--- src/rtl/fetch_pc_unit.sv ---
// Fetch/next-PC stage: FETCH over req/ack, one EXEC cycle per instruction, min 2 cycles/instr.
// Backpressure: stall holds EXEC; a missing imem_ack for ACK_TIMEOUT cycles halts the stage with fetch_err.
module fetch_pc_unit #(
  parameter logic [31:0] RESET_PC    = 32'h0000_0000,
  parameter int          ACK_TIMEOUT = 16
) (
  input  logic        clk,
  input  logic        rst_n,
  output logic [31:0] imem_addr,
  output logic        imem_req,
  input  logic        imem_ack,
  input  logic [31:0] imem_rdata,
  output logic [31:0] instr,
  output logic        instr_valid,
  output logic [31:0] pc,
  input  logic [2:0]  BranchOp,
  input  logic        Jump,
  input  logic        alu_zero,
  input  logic        alu_neg,
  input  logic        stall,
  output logic        fetch_err
);

  localparam int CW = (ACK_TIMEOUT > 1) ? $clog2(ACK_TIMEOUT) : 1;
  localparam logic [CW-1:0] TMO_LAST = CW'(ACK_TIMEOUT - 1);

  typedef enum logic [1:0] {IDLE, FETCH, EXEC, HALT} state_t;

  state_t        state_q, state_d;
  logic [CW-1:0] cnt_q, cnt_d;
  logic          capture, advance, timeout;
  logic          taken;
  logic [31:0]   pc4, br_off, next_pc;

  always_ff @(posedge clk or negedge rst_n) begin
    if (!rst_n) begin
      state_q   <= IDLE;
      cnt_q     <= '0;
      pc        <= RESET_PC;
      instr     <= '0;
      fetch_err <= 1'b0;
    end else begin
      state_q <= state_d;
      cnt_q   <= cnt_d;
      if (capture) instr     <= imem_rdata;
      if (advance) pc        <= next_pc;
      if (timeout) fetch_err <= 1'b1;
    end
  end

  always_comb begin
    state_d = state_q;
    cnt_d   = cnt_q;
    capture = 1'b0;
    advance = 1'b0;
    timeout = 1'b0;
    case (state_q)
      IDLE: state_d = FETCH;
      FETCH: begin
        // An ack arriving on the final allowed cycle still wins over the timeout.
        if (imem_ack) begin
          capture = 1'b1;
          cnt_d   = '0;
          state_d = EXEC;
        end else if (cnt_q == TMO_LAST) begin
          timeout = 1'b1;
          state_d = HALT;
        end else begin
          cnt_d = cnt_q + 1'b1;
        end
      end
      EXEC: begin
        if (!stall) begin
          advance = 1'b1;
          state_d = FETCH;
        end
      end
      default: state_d = HALT;
    endcase
  end

  always_comb begin
    taken = 1'b0;
    case (BranchOp)
      3'b001:  taken = alu_zero;
      3'b010:  taken = !alu_neg;
      3'b011:  taken = !alu_neg && !alu_zero;
      3'b100:  taken = alu_neg || alu_zero;
      3'b101:  taken = !alu_zero;
      default: taken = 1'b0;
    endcase
  end

  assign pc4    = pc + 32'd4;
  assign br_off = {{14{instr[15]}}, instr[15:0], 2'b00};

  always_comb begin
    next_pc = pc4;
    if (Jump)       next_pc = {pc4[31:28], instr[25:0], 2'b00};
    else if (taken) next_pc = pc4 + br_off;
  end

  assign imem_addr   = pc;
  assign imem_req    = (state_q == FETCH);
  assign instr_valid = (state_q == EXEC);

endmodule

--- config.mk ---
export PLATFORM = sky130hd
export DESIGN_NAME = fetch_pc_unit
export DESIGN_NICKNAME = d
export VERILOG_FILES = /design/src/rtl/fetch_pc_unit.sv
export SDC_FILE = /design/constraint.sdc
export NUM_CORES = 1
export LEC_CHECK = 0
export CAP_MARGIN = 0
export CORE_ASPECT_RATIO = 1.25
export CORE_MARGIN = 2
export CORE_UTILIZATION = 30
export CTS_CLUSTER_DIAMETER = 30
export DETAILED_ROUTE_END_ITERATION = 8
export SLEW_MARGIN = 20
export SYNTH_ARGS = -nofsm -noshare
export SYNTH_HDL_FRONTEND = slang
export SYNTH_SLANG_ARGS = --single-unit
--- constraint.sdc ---
create_clock -name clk -period 5.7 [get_ports clk]
set_input_delay 1.14 -clock clk [delete_from_list [all_inputs] [get_ports clk]]
set_output_delay 1.14 -clock clk [all_outputs]
set_load 0.1 [all_outputs]
==> impl_metrics.xml, run 1 <==
<?xml version="1.0" encoding="UTF-8"?>
<metrics>
  <group name="timing">
    <metric name="timing.setup.tns" unit="ns">0</metric>
    <metric name="worst_slew_margin_rel" unit="%">30.79</metric>
    <metric name="post-route-min-period" unit="ns">4.061</metric>
    <metric name="setup_viol" unit="">0</metric>
    <metric name="max_slew.worst_pin.slew" unit="ns">1.038</metric>
    <metric name="fin_worst_skew" unit="ns">0.01437</metric>
    <metric name="fmax" unit="GHz">0.2462</metric>
    <metric name="final_hold_violations" unit="">0</metric>
    <metric name="timing_max_transition_violations_final" unit="">0</metric>
    <metric name="grt_setup_unrepaired" unit="">false</metric>
    <metric name="period_share" unit="%">71.25</metric>
  </group>
  <group name="clock_network">
    <metric name="cts-root-buf" unit="">clkbuf_16</metric>
    <metric name="clk_pin_slew" unit="ns">0.06</metric>
    <metric name="ctsLongestPathBuffers" unit="">2</metric>
    <metric name="clock_sinks" unit="">69</metric>
    <metric name="cts-hold-fix-buffers" unit="">0</metric>
    <metric name="clock_tree_from_tritoncts" unit="">built</metric>
    <metric name="post_cts_setup_buffers" unit="">0</metric>
    <metric name="htreeDepth" unit="">3</metric>
    <metric name="worst_skew_pair_latency" unit="ns">0.35</metric>
    <metric name="cts_buffers" unit="">9</metric>
    <metric name="post_cts_resize_count" unit="">0</metric>
  </group>
  <group name="floorplan">
    <metric name="chipWidth" unit="um">126.3</metric>
    <metric name="die_height" unit="um">156.9</metric>
    <metric name="die-area" unit="um^2">19820</metric>
    <metric name="core" unit="um^2">18240</metric>
    <metric name="initial_utilization" unit="%">30.77</metric>
    <metric name="rows" unit="">55</metric>
    <metric name="top_level_ports" unit="">141</metric>
  </group>
  <group name="setup_path">
    <metric name="cp_data_required_time" unit="ns">5.93</metric>
    <metric name="startpoint_type" unit="">flip-flop</metric>
    <metric name="worstPathMaxFanout" unit="">8</metric>
    <metric name="cp.arrival" unit="ns">4.29</metric>
    <metric name="critPathKind" unit="">reg2reg</metric>
    <metric name="setup_slack_on_the_worst_flop_to_flop_path" unit="ns">1.64</metric>
    <metric name="critPathCaptureType" unit="">flip-flop</metric>
  </group>
  <group name="final_layout">
    <metric name="layout-area-overhead-vs-synth" unit="%">29.92</metric>
    <metric name="fin_area" unit="um^2">7291</metric>
    <metric name="post_route_cells_drive_above_1_share" unit="%">8.832</metric>
    <metric name="insertedDiodeCount" unit="">0</metric>
    <metric name="num-nets-final" unit="">812</metric>
  </group>
  <group name="detailed_routing">
    <metric name="initialDrtViolationCount" unit="">234</metric>
    <metric name="avgViaCountPerCell" unit="">5.170</metric>
    <metric name="number_of_nets_still_failing_antenna_checks_after_routing" unit="">0</metric>
    <metric name="uppermost_routed_layer" unit="">met4</metric>
    <metric name="met1_length" unit="um">7133</metric>
    <metric name="met3_wirelength" unit="um">676</metric>
    <metric name="drcViolationCount" unit="">0</metric>
    <metric name="detail_route.wirelength" unit="um">16560</metric>
    <metric name="avgRoutedWirePerCell" unit="um">17.18</metric>
    <metric name="vias" unit="">4984</metric>
    <metric name="route.met2.wl" unit="um">8369</metric>
    <metric name="dr.pass1.iters" unit="">4</metric>
  </group>
  <group name="synth">
    <metric name="yosys.cell_count.top_type" unit="">dfrtp_1</metric>
    <metric name="netlist-cell-type-count" unit="">67</metric>
    <metric name="syn_avg_cell_area" unit="um^2">8.837</metric>
    <metric name="mappedNetlistArea" unit="um^2">5612</metric>
    <metric name="yosysSeqAreaShare" unit="%">30.77</metric>
    <metric name="ys_top_cells_by_area" unit="">dfrtp_1 31%, ha_1 8.5%, mux2_2 6.4%</metric>
    <metric name="synth-main-ff-cell" unit="">dfrtp_1</metric>
    <metric name="netlist.area_leader.share" unit="%">30.77</metric>
    <metric name="post_synth_most_frequent_cells" unit="">69 x dfrtp_1, 58 x nand2_1, 51 x o21ai_0</metric>
    <metric name="synth_warnings" unit="">0</metric>
    <metric name="synth_top_area_cell" unit="">dfrtp_1</metric>
    <metric name="postSynthCellCount" unit="">635</metric>
    <metric name="ys_async_sr_fraction" unit="%">100.0</metric>
    <metric name="edff_count_synth" unit="">0</metric>
    <metric name="synth.ff_latch_count" unit="">69</metric>
  </group>
  <group name="place">
    <metric name="placed_area" unit="um^2">6962</metric>
    <metric name="portBuffers" unit="">136</metric>
    <metric name="detailedPlacementHpwl" unit="um">12110</metric>
    <metric name="globalplace.congestion" unit="">0.8531</metric>
  </group>
  <group name="run_status">
    <metric name="outcome" unit="">completed</metric>
  </group>
  <group name="grt">
    <metric name="grt_first_pass_wirelength" unit="um">25650</metric>
    <metric name="grt_overflow" unit="">0</metric>
    <metric name="antenna_found_initial" unit="">0</metric>
    <metric name="globalRouteTotalUtil" unit="%">16.42</metric>
    <metric name="pin_count_of_the_biggest_net_entering_global_routing" unit="">70</metric>
    <metric name="first_global_vias" unit="">4810</metric>
  </group>
  <group name="flow_run">
    <metric name="timing.max_cap.violations" unit="">0</metric>
  </group>
  <group name="min_path">
    <metric name="worst_hold_path_type" unit="">reg2reg</metric>
  </group>
</metrics>
metal layers:
metal  track usage [%]  vias to the layer above
met5                 0                        -
met2             29.44                      112
met1             19.35                     2367
met4             6.541                        0
li1                  -                     2485
met3             3.025                       20
cells by family (layout without fill, tap and decap cells):
group,count (synthesis),in the layout,share of synthesized area [%]
AOI/OAI and AO/OA,179,179,21.47
adders and majority gates,39,39,8.830
buffers and inverters,69,167,6.912
other,1,4,0.06683
DFF,69,69,30.77
muxes,41,41,8.027
xor gates and xnor gates,46,46,7.180
and+or+nand+nor,191,191,16.75
path summary, 6_finish.rpt:
path                               from             to  cells past startpoint
setup / recovery           imem_addr[4]  imem_addr[30]                     15
hold / removal                fetch_err      fetch_err                      1
setup reg to reg           imem_addr[4]  imem_addr[30]                     15
hold reg to reg               fetch_err      fetch_err                      1
max in group asynchronous         rst_n   imem_addr[2]                      1
min in group asynchronous         rst_n       instr[8]                      1
sequential cells by signal, summed over array words and instances, names as in the netlist:
signal	count
instr	32
state_q	2
imem_addr	30
cnt_q	4
fetch_err	1
area by class of cell:
type                            count  area (um^2)
Timing Repair Buffer              143         1411
Clock inverter                      5        83.83
Multi-Input combinational cell    500         3511
Tap cell                          228        285.3
Inverter                            8        30.03
Clock buffer                       11        242.7
Sequential cell                    69         1727
Fill cell                        1857        10950
worst max-delay path: stages, from the launching register on:
cell       delay [ns]
dfrtp_1          0.48
and4_1           0.28
and3_1           0.33
and2_1           0.24
nand2_1          0.09
xnor2_1          0.21
ha_1             0.32
a21o_1           0.20
a21o_1           0.21
a2111oi_4        0.38
o31ai_1          0.19
o221ai_2         0.30
o31ai_1          0.15
or4_1            0.41
nand4_1          0.10
a21oi_1          0.06
stage by stage:
step	utilization, %	cells	hold WS (ns)	worst slack, ns
2_1_floorplan	-	638	0.4856	1.349
4_1_cts	39.97	964	0.4650	1.613
5_1_grt	39.98	964	0.4918	1.345
6_report	39.98	964	0.4583	1.639
3_3_place_gp	38.18	948	0.4477	1.693
3_5_place_dp	38.18	948	0.4513	1.651
layout by cell type, fill, tap and decap left out, types with 9 or more instances in the layout:
cell | Yosys | final
clkdlybuf4s50_1 | 0 | 135
dfrtp_1 | 69 | 69
nand2_1 | 58 | 58
o21ai_0 | 51 | 51
ha_1 | 38 | 38
nor2_1 | 37 | 37
a21oi_1 | 37 | 37
xnor2_1 | 33 | 33
mux2_2 | 32 | 32
a21o_1 | 26 | 26
nand3_1 | 24 | 24
nand4_1 | 16 | 16
xor2_1 | 13 | 13
and3_1 | 10 | 10
nor3_1 | 10 | 10
mux2i_1 | 9 | 9
clkbuf_16 | 0 | 9
Power of run 1 is not shown: default switching activity piles up to over one toggle a cycle in this logic, so the estimate is an artifact.
==> run 2: changes to the inputs <==
clock period = 4 ns   (was 5.7 ns; I/O delays follow)
==> run 2 against run 1 <==
Sequential cell count stayed put. Sequential share of layout area fell by 0.45 points. Clock skew is 0.0076 ns lower. Global-route usage up 0.82 points. Final cell count increased by 2.2%. Via count grew 2.4%. Largest cell class unchanged. Highest routed layer unchanged.
==> impl_metrics.xml, run 2 (synthesis results as in run 1) <==
<?xml version="1.0" encoding="UTF-8"?>
<metrics>
  <group name="run_status">
    <metric name="outcome" unit="">completed</metric>
  </group>
  <group name="setup_path">
    <metric name="worstReg2RegStart" unit="">imem_addr[5]</metric>
    <metric name="cp_data_required_time" unit="ns">4.23</metric>
    <metric name="critPathCaptureType" unit="">flip-flop</metric>
    <metric name="reg2regPathDepth" unit="">15</metric>
    <metric name="startpoint_type" unit="">flip-flop</metric>
    <metric name="worstPathMaxFanout" unit="">7</metric>
    <metric name="critical_path.reg2reg.endpoint" unit="">imem_addr[24]</metric>
    <metric name="setup_slack_on_the_worst_flop_to_flop_path" unit="ns">0.26</metric>
    <metric name="cp.arrival" unit="ns">3.97</metric>
    <metric name="critPathKind" unit="">reg2reg</metric>
  </group>
  <group name="clock_network">
    <metric name="cts-hold-fix-buffers" unit="">0</metric>
    <metric name="cts-root-buf" unit="">clkbuf_16</metric>
    <metric name="post_cts_setup_buffers" unit="">0</metric>
    <metric name="post_cts_resize_count" unit="">0</metric>
    <metric name="ctsLongestPathBuffers" unit="">2</metric>
    <metric name="clk_pin_slew" unit="ns">0.06</metric>
    <metric name="clock_sinks" unit="">69</metric>
    <metric name="htreeDepth" unit="">3</metric>
    <metric name="cts_buffers" unit="">9</metric>
    <metric name="worst_skew_pair_latency" unit="ns">0.35</metric>
    <metric name="clock_tree_from_tritoncts" unit="">built</metric>
  </group>
  <group name="grt">
    <metric name="pin_count_of_the_biggest_net_entering_global_routing" unit="">70</metric>
    <metric name="first_global_vias" unit="">5143</metric>
    <metric name="antenna_found_initial" unit="">0</metric>
    <metric name="grt_overflow" unit="">0</metric>
    <metric name="grt_first_pass_wirelength" unit="um">27080</metric>
    <metric name="globalRouteTotalUtil" unit="%">17.24</metric>
  </group>
  <group name="timing">
    <metric name="period_share" unit="%">93.53</metric>
    <metric name="worst_slew_margin_rel" unit="%">31.10</metric>
    <metric name="setup_viol" unit="">0</metric>
    <metric name="post-route-min-period" unit="ns">3.741</metric>
    <metric name="final_hold_violations" unit="">0</metric>
    <metric name="grt_setup_unrepaired" unit="">false</metric>
    <metric name="fin_worst_skew" unit="ns">0.006719</metric>
    <metric name="timing.setup.tns" unit="ns">0</metric>
    <metric name="timing_max_transition_violations_final" unit="">0</metric>
    <metric name="max_slew.worst_pin.slew" unit="ns">1.030</metric>
    <metric name="fmax" unit="GHz">0.2673</metric>
    <metric name="setup_ws" unit="ns">0.2587</metric>
  </group>
  <group name="final_layout">
    <metric name="layout_commonest_cell" unit="">clkdlybuf4s50_1</metric>
    <metric name="most-common-layout-cells" unit="">133 x clkdlybuf4s50_1, 59 x dfrtp_1, 58 x nand2_1</metric>
    <metric name="layout-area-overhead-vs-synth" unit="%">33.42</metric>
    <metric name="largest_reg_flops" unit="">32</metric>
    <metric name="post_route_cells_drive_above_1_share" unit="%">13.47</metric>
    <metric name="layout.filler_cells" unit="">1835</metric>
    <metric name="insertedDiodeCount" unit="">0</metric>
    <metric name="largest_register" unit="">instr</metric>
    <metric name="num-nets-final" unit="">833</metric>
  </group>
  <group name="detailed_routing">
    <metric name="initialDrtViolationCount" unit="">276</metric>
    <metric name="drcViolationCount" unit="">0</metric>
    <metric name="vias" unit="">5106</metric>
    <metric name="avgRoutedWirePerCell" unit="um">17.15</metric>
    <metric name="avgViaCountPerCell" unit="">5.184</metric>
    <metric name="detail_route.wirelength" unit="um">16900</metric>
    <metric name="number_of_nets_still_failing_antenna_checks_after_routing" unit="">0</metric>
    <metric name="dr.pass1.iters" unit="">5</metric>
  </group>
  <group name="min_path">
    <metric name="hold_path_startpoint" unit="">fetch_err</metric>
    <metric name="worst_hold_path_type" unit="">reg2reg</metric>
    <metric name="hold_path_end" unit="">fetch_err</metric>
    <metric name="min_path_cells" unit="">1</metric>
  </group>
  <group name="flow_run">
    <metric name="timing.max_cap.violations" unit="">0</metric>
  </group>
  <group name="floorplan">
    <metric name="initial_utilization" unit="%">30.77</metric>
    <metric name="die_height" unit="um">156.9</metric>
    <metric name="die-area" unit="um^2">19820</metric>
    <metric name="rows" unit="">55</metric>
    <metric name="chipWidth" unit="um">126.3</metric>
    <metric name="top_level_ports" unit="">141</metric>
    <metric name="core" unit="um^2">18240</metric>
  </group>
  <group name="place">
    <metric name="globalplace.congestion" unit="">0.8791</metric>
    <metric name="detailedPlacementHpwl" unit="um">12570</metric>
    <metric name="dpl_worst_slack" unit="ns">0.1481</metric>
    <metric name="portBuffers" unit="">136</metric>
  </group>
</metrics>
-- run 2: changes by cell type in the layout (fill, tap and decap cells not counted), moves of 2 or more --
cell / delta
buf_4: +23
clkinv_2: +2
clkinvlp_4: -2
clkdlybuf4s50_1: -2
dfrtp_2: +10
dfrtp_1: -10
-- run 2: critical path: stages, from the launching register on --
cell and delay (ns):
dfrtp_2 0.42, and4_1 0.26, and3_4 0.25, and2_1 0.20, nand2_1 0.11, xnor2_2 0.15, ha_1 0.34, a21o_1 0.20
a21o_1 0.20, a2111oi_4 0.35, o21bai_2 0.13, a31o_2 0.29, a211oi_4 0.30, o21ba_1 0.19, xor2_1 0.14, a21oi_1 0.08
-- run 2: layout make-up --
class                           count  area, um^2  area share, %
Multi-Input combinational cell    500        3545          47.34
Clock inverter                      7       98.84          1.320
Sequential cell                    69        1739          23.23
Clock buffer                        9       225.2          3.008
Timing Repair Buffer              164        1564          20.89
Tap cell                          228       285.3          3.810
Inverter                            8       30.03         0.4011
-- run 2: worst max path at each step --
stage	start	slack, ns	to	cells after the start
after floorplan	imem_addr[4]	0.02	imem_addr[30]	16
after global placement	imem_addr[5]	0.21	imem_addr[24]	15
after detailed placement	imem_addr[5]	0.15	imem_addr[24]	15
after CTS	imem_addr[5]	0.11	imem_addr[24]	15
after global routing	imem_addr[5]	0.005	imem_addr[23]	14
final	imem_addr[5]	0.26	imem_addr[24]	15
-- run 2: through the flow --
stage	utilization [%]	instances	hold WS, ns	cell area (um^2)
2_1_floorplan	-	638	0.4856	5635
3_3_place_gp	39.08	969	0.4539	7127
3_5_place_dp	39.08	969	0.4544	7127
4_1_cts	40.86	985	0.4688	7451
5_1_grt	41.06	985	0.5024	7487
6_report	41.06	985	0.4592	7487
-- run 2: per-layer routing --
layer | global-route usage (%) | up-vias | wire (um)
li1 | - | 2509 | -
met1 | 21.28 | 2447 | 7367
met2 | 29.72 | 124 | 8373
met3 | 2.719 | 26 | 674
met4 | 7.640 | 0 | 480
met5 | 0 | - | 0
Power of run 2 is left out for the same reason.
==> variant (settings of run 1) <==
The parameter `ACK_TIMEOUT` goes from 16 to 8.
--- a/src/rtl/fetch_pc_unit.sv
+++ b/src/rtl/fetch_pc_unit.sv
@@ -2,7 +2,7 @@
 // Backpressure: stall holds EXEC; a missing imem_ack for ACK_TIMEOUT cycles halts the stage with fetch_err.
 module fetch_pc_unit #(
   parameter logic [31:0] RESET_PC    = 32'h0000_0000,
-  parameter int          ACK_TIMEOUT = 16
+  parameter int          ACK_TIMEOUT = 8
 ) (
   input  logic        clk,
   input  logic        rst_n,
Formal check against the unedited RTL: not equivalent (Yosys sat finds a counterexample within 10 cycles, from zero or initial values and one cycle with rst_n low).
==> variant against run 1 <==
Worst setup slack worse by 0.31 ns; first-iteration DRC count up 8.5%; routed wire length up 2.3%; via count up 2.3%; final area down 1.2%; count of clock-buffer cells in the layout up 2; global-route usage up 0.81 points; final cell count up 1.8%; sequential cell count down 1; synthesized area down 1.1%.
Power is not shown: default switching activity piles up to over one toggle a cycle in this logic, so the estimate is an artifact.
==> variant: results (changes against run 1) <==
Final layout
  – Layout cells sized above 1: 0.08898 (+0.0006622)
  – Final net count: 830 (+2.2%)

Placement
  – RD Place Congestion: 0.8817 (+3.4%)
  – Hpwl dp: 12770 um (+5.4%)

Synthesis
  – Synth unique cells: 62 (-7.5%)
  – Commonest cells in the netlist: 68 x dfrtp_1, 67 x nand2_1, 59 x nor2_1
  – Sequential fraction of the synthesis area: 0.3065 (-0.001179)
  – Synth Area in Compound Gates: 0.2087 (-0.006016)
  – Post-synthesis mux area share: 0.07821 (-0.002062)
  – Synth top area cells: dfrtp_1 31%, ha_1 8.8%, mux2_2 6.7%
  – XOR/XNOR share of the synthesized area: 0.07573 (+0.003932)
  – Post-Synth Adder-Cell Area: 0.09150 (+0.003209)

Critical path
  – FF-to-FF path depth: 14 (-1)
  – CP Max Fanout: 9 (+1)
  – WP data arrival: 4.58 ns (+0.29 ns)

GRT
  – GR Util met1: 0.2083 (+0.01479)
  – Total GRT Usage: 0.1723 (+0.008069)
  – M3 GR Usage: 0.03155 (+0.001299)
  – Largest net degree at the start of global routing: 52 (-26%)
  – GR met2 Demand/Resource: 0.3027 (+0.008284)
  – Global-route wire length before repair: 27070 um (+5.5%)

Detailed routing
  – DR pass1 iterations: 4 (unchanged)
  – Drt wl/cell: 17.28 um (+0.55%)
  – Via-to-Cell Ratio: 5.197 (+0.51%)

STA
  – Relative slew slack: 0.3089 (+0.001032)
  – Layout Skew: 0.005480 ns (-0.008889 ns)

Outcome
  – Status: complete, no violations
## variant: stage by stage
stage,utilization,hold slack [ns],cell area (sq um),setup slack [ns],std cells
after detailed placement,0.3820,0.4638,6913,1.413,965
after global routing,0.3980,0.5096,7203,1.013,981
after floorplan,-,0.4752,5563,1.104,653
after CTS,0.3980,0.4779,7203,1.377,981
after global placement,0.3820,0.4559,6913,1.438,965
final,0.3980,0.4733,7203,1.329,981
## variant: routing by layer
layer / routed length (um) / share of wire
met2: 8477 / 0.50
met4: 362 / 0.021
met3: 928 / 0.055
met5: 0 / 0
met1: 7181 / 0.42
## variant: worst paths after layout
kind,from,to,slack (ns)
max,imem_addr[2],imem_addr[31],1.33
min,fetch_err,fetch_err,0.47
max in group asynchronous,rst_n,imem_addr[16],3.88
min in group asynchronous,rst_n,instr[6],0.77
max reg2reg,imem_addr[2],imem_addr[31],1.33
min reg2reg,fetch_err,fetch_err,0.47
## variant: critical path: stages, from the launching register on
cell and delay [ns]:
dfrtp_1 0.54, ha_1 0.33, nand3_1 0.17, or3_1 0.54, xnor2_1 0.17, ha_1 0.44
and4_1 0.26, nand3_1 0.10, or2_2 0.31, o211ai_4 0.23, a21oi_2 0.08, a31oi_1 0.31
mux4_2 0.55, o311ai_1 0.10, nand3_1 0.10
## variant: cell type report
class | count | area [sq um]
fillers | 1858 | 10900
multi-input cells | 510 | 3457
flip-flops and latches | 68 | 1702
repair buffers | 143 | 1409
well taps | 228 | 285.3
clock buffers | 13 | 270.3
inverters | 16 | 60.06
clock inverters | 3 | 20.02
## variant: logic make-up (layout without fill, tap and decap cells)
logic type	after synthesis	count (layout)
and+or+nand+nor	201	201
AOI/OAI and AO/OA	179	179
buffers and inverters	75	175
DFF	68	68
muxes	38	38
other	1	4
adders and majority gates	40	40
xor gates and xnor gates	48	48
